### src/rtl/if_fetch_unit.sv
// if_fetch_unit: owns the PC, fetches over imem req/ack and
// buffers words in a 2-entry queue that feeds IF/ID.
module if_fetch_unit #(
  parameter logic [31:0] RESET_PC = 32'h0000_3000,
  parameter logic [31:0] EXC_PC   = 32'h0000_4180
) (
  input  logic        clk,
  input  logic        reset,
  input  logic        stall,
  input  logic        redirect,
  input  logic [31:0] redirect_pc,
  input  logic        exc,
  input  logic        eret,
  input  logic [31:0] epc,
  output logic        imem_req,
  output logic [31:0] imem_addr,
  input  logic        imem_ack,
  input  logic [31:0] imem_rdata,
  output logic [31:0] InstF,
  output logic [31:0] PCF,
  output logic [31:0] PC4F,
  output logic        valid_f
);

  typedef enum logic [1:0] {IDLE, BUSY, DROP} state_t;

  state_t      state;
  logic [31:0] npc;
  logic [1:0]  count;
  logic [31:0] q_inst [2];
  logic [31:0] q_pc   [2];

  logic       ack, pop, flush, inflight;
  logic       busy_after, kill, push, can_issue;
  logic [1:0] cnt_pop, cnt_nxt;

  assign valid_f = count != 2'd0;
  assign InstF   = valid_f ? q_inst[0] : 32'h0;
  assign PCF     = valid_f ? q_pc[0] : 32'h0;
  assign PC4F    = valid_f ? q_pc[0] + 32'd4 : 32'h0;

  always_comb begin
    ack        = imem_req & imem_ack;
    pop        = valid_f & ~stall;
    flush      = exc | eret;
    inflight   = state != IDLE;
    busy_after = inflight & ~ack;
    // head becomes the delay slot; everything younger is discarded
    kill       = redirect & valid_f;
    push       = (state == BUSY) & ack & ~flush & ~kill;
    cnt_pop    = count - {1'b0, pop};
    cnt_nxt    = kill ? 2'd0 : cnt_pop + {1'b0, push};
    can_issue  = ~flush & ~redirect & ~busy_after &
                 (cnt_nxt != 2'd2);
  end

  always_ff @(posedge clk or posedge reset) begin
    if (reset) begin
      state     <= IDLE;
      npc       <= RESET_PC;
      count     <= 2'd0;
      imem_req  <= 1'b0;
      imem_addr <= 32'h0;
      q_inst[0] <= 32'h0;
      q_inst[1] <= 32'h0;
      q_pc[0]   <= 32'h0;
      q_pc[1]   <= 32'h0;
    end else begin
      count <= flush ? 2'd0 : cnt_nxt;
      if (pop) begin
        q_inst[0] <= q_inst[1];
        q_pc[0]   <= q_pc[1];
      end
      if (push) begin
        q_inst[cnt_pop[0]] <= imem_rdata;
        q_pc[cnt_pop[0]]   <= imem_addr;
      end
      if (flush) begin
        npc      <= exc ? EXC_PC : epc;
        state    <= busy_after ? DROP : IDLE;
        imem_req <= busy_after;
      end else if (redirect) begin
        npc      <= redirect_pc;
        imem_req <= busy_after;
        if (!busy_after)
          state <= IDLE;
        else if (state == BUSY && !kill)
          state <= BUSY;
        else
          state <= DROP;
      end else if (can_issue) begin
        state     <= BUSY;
        imem_req  <= 1'b1;
        imem_addr <= npc;
        npc       <= npc + 32'd4;
      end else if (!busy_after) begin
        state    <= IDLE;
        imem_req <= 1'b0;
      end
    end
  end

endmodule
### config.mk
export PLATFORM = sky130hd
export DESIGN_NAME = if_fetch_unit
export DESIGN_NICKNAME = d
export VERILOG_FILES = /design/src/rtl/if_fetch_unit.sv
export SDC_FILE = /design/constraint.sdc
export NUM_CORES = 1
export LEC_CHECK = 0
export BUFFER_PORTS_ARGS = -buffer_cell sky130_fd_sc_hd__buf_2
export CAP_MARGIN = 20
export CORE_ASPECT_RATIO = 2
export CORE_UTILIZATION = 55
export DETAILED_ROUTE_END_ITERATION = 8
export PLACE_DENSITY = 0.8
export SYNTH_ARGS = -nofsm -noshare
export SYNTH_HDL_FRONTEND = slang
export SYNTH_SLANG_ARGS = --single-unit
### constraint.sdc
create_clock -name clk -period 7.8 [get_ports clk]
set_input_delay 0.78 -clock clk [delete_from_list [all_inputs] [get_ports clk]]
set_output_delay 0.78 -clock clk [all_outputs]
set_load 0.05 [all_outputs]
==> results.cfg <==
[outcome]
status = finished, final reports clean

[synth]
yosys_warnings = 0
yosys-top-cells-area = dfrtp_1, mux2_2, nand2_1, a31oi_1, nor2_1
ys_types = 70
synth.most_common_cell = dfrtp_1
synth-seq-area-share_pct = 46.77
synth_top_area_cell = dfrtp_1
syn_nets = 1248
synth_edf_count = 0
netlist.area_leader.share_pct = 46.27
ys_ff_latch = 197
ys.flop_type = dfrtp_1
syn_area_per_cell_um2 = 9.235
syn_area_mm2 = 0.01055
synth_cells = 1142
synth-async-reset-ratio_pct = 100.0
synth_top_cells_by_count = dfrtp_1, nand2_1, nor2_1, a31oi_1

[routing]
drc_errors = 0
dr_total_vias = 9324
drt_iter0_drc = 558
avgViaCountPerCell = 5.857
antenna_left = 0
dr.pass1.iters = 5
routed_wl_mm = 27.93
wire_per_inst_um = 17.54

[floorplanning]
initial_core_util_pct = 56.00
fp.dieH_um = 197.8
floorplan.rows = 71
die-area_mm2 = 0.01977
io_pins = 233
core_mm2 = 0.01883
dieWidth_um = 99.92

[cts]
clkSlewWorstSetupHoldPaths_ns = 0.08
insertion_delay_ns = 0.45
cts-hold-fix-buffers = 0
postCtsResizedCells = 0
cts_inserted_buffers = 17
clockBufferDepth = 2
cts_setup_buffers = 0
root_buffer = clkbuf_16
cts_tree = yes
cts_max_level = 4
numClockSinks = 197

[job]
maxCapViolations = 0

[timing]
setup_viol = 0
fin_setup_tns_ns = 0
whs_ns = 0.4720
timing.fmax_mhz = 203.5
worst_slack_ns = 2.886
max_slew.worst_pin.slew_ns = 1.148
slew_headroom_pct = 23.15
skew_ns = 0.01497
rsz0062_at_grt = no
post-route-min-period_ns = 4.914
finalMaxSlewViolations = 0
fin_crit_sh_pct = 63.00
hold_viol = 0

[placement]
place_area_mm2 = 0.01178
post-dp-hpwl_mm = 19.00
io_buffers = 232
pre_cts_slack_ns = 2.930
place.gp.congestion = 0.9352

[worst_hold_path]
hold_path.class = input pin to asynchronous set/reset pin

[final_layout]
design_area_mm2 = 0.01246
nNetsFinal = 1430
n_fill_cell = 1602
syn_to_final_growth_pct = 18.13
drive_gt1_share_pct = 27.37
n_antenna_cell = 0

[global_routing]
grt_usage_pct = 29.05
grt_pass1_vias = 8994
grt-ovfl-total = 0
antenna_found_initial = 0
grt_max_degree = 129
grt_first_pass_wirelength_mm = 45.06

[critical_path]
worstSetupEndpointType = flop
worstPathRequired_ns = 8.14
crit_type = flop to flop
start_kind = flop
cp.arrival_ns = 5.26
crit_path_max_fanout = 67

[pwr]
leakagePower_nw = 6.133
vdd_drop_max_v = 0.0001416
powerDensity_mw_per_mm2 = 243.6
## worst max-delay path: stages, from the launching register on
cell and delay [ns]:
dfrtp_1 0.43, nor2_2 0.11, buf_4 0.33, clkinv_1 0.17, nand2b_2 0.09, buf_4 0.59
inv_2 0.04, buf_4 0.37, ha_1 0.49, nor4b_4 0.34, buf_4 0.77, a22o_1 0.24
buf_4 0.35, nand2_1 0.19, a32o_1 0.25
## cells by family after synthesis
family                   count (synthesis)  share of synthesized area (%)
flip-flops                             197                          46.77
adder cells (fa/ha/maj)                  3                         0.3560
multiplexers                            92                          9.788
XOR/XNOR                                26                          2.159
buffers and inverters                  110                          4.484
AO/OA/AOI/OAI                          227                          13.76
AND/OR/NAND/NOR                        487                          22.68
## cell usage in the layout (no fill, tap or decap), drive strengths merged, types with 20 or more instances in the layout
cell type,count
clkbuf,20
nand2,172
and2,67
buf,249
xnor2,20
dfrtp,195
inv,28
a31oi,76
o21ai,29
nand3,24
a21oi,60
nor2,121
mux2,89
## per-stage QoR
stage          std cells  power, mW  util, %
2_1_floorplan       1142      1.882        -
3_3_place_gp        1558      2.089    62.56
3_5_place_dp        1558      2.113    62.56
4_1_cts             1590      3.041    65.86
5_1_grt             1592      3.172    66.15
6_report            1592      3.035    66.15
## layout make-up
type                       count  area [µm²]  area share (%)
clock inverter                12       165.2           1.326
timing repair buffer         249        1329           10.67
multi-input combinational    835        5159           41.41
clock buffer                  20       456.7           3.666
tap                          255       319.1           2.561
inverter                      24       97.59          0.7834
sequential                   197        4932           39.59
## metal layers
layer	wire [µm]	vias to the layer above	track usage, %
met1	10510	4495	34.22
met3	1522	60	4.095
met5	0	-	0
met4	1018	0	14.49
met2	14880	388	51.11
li1	-	4381	-
## final timing paths
kind                       startpoint                         end  slack, ns  cells after the start
max in group asynchronous       reset  asynchronous set/reset pin       6.17                      4
min in group clk               npc[0]                imem_addr[0]       0.49                      1
max                          count[1]                     npc[14]       2.89                     14
min reg2reg                    npc[0]                imem_addr[0]       0.49                      1
min                             reset  asynchronous set/reset pin       0.47                      2
max reg2reg                  count[1]                     npc[14]       2.89                     14
## report_power, final
group          switching, mW  internal (mW)  leakage (nW)
combinational          0.458          0.238          3.18
sequential             0.208           1.21          2.66
clock                  0.397          0.528         0.300
(Power assumes the default switching activity.)
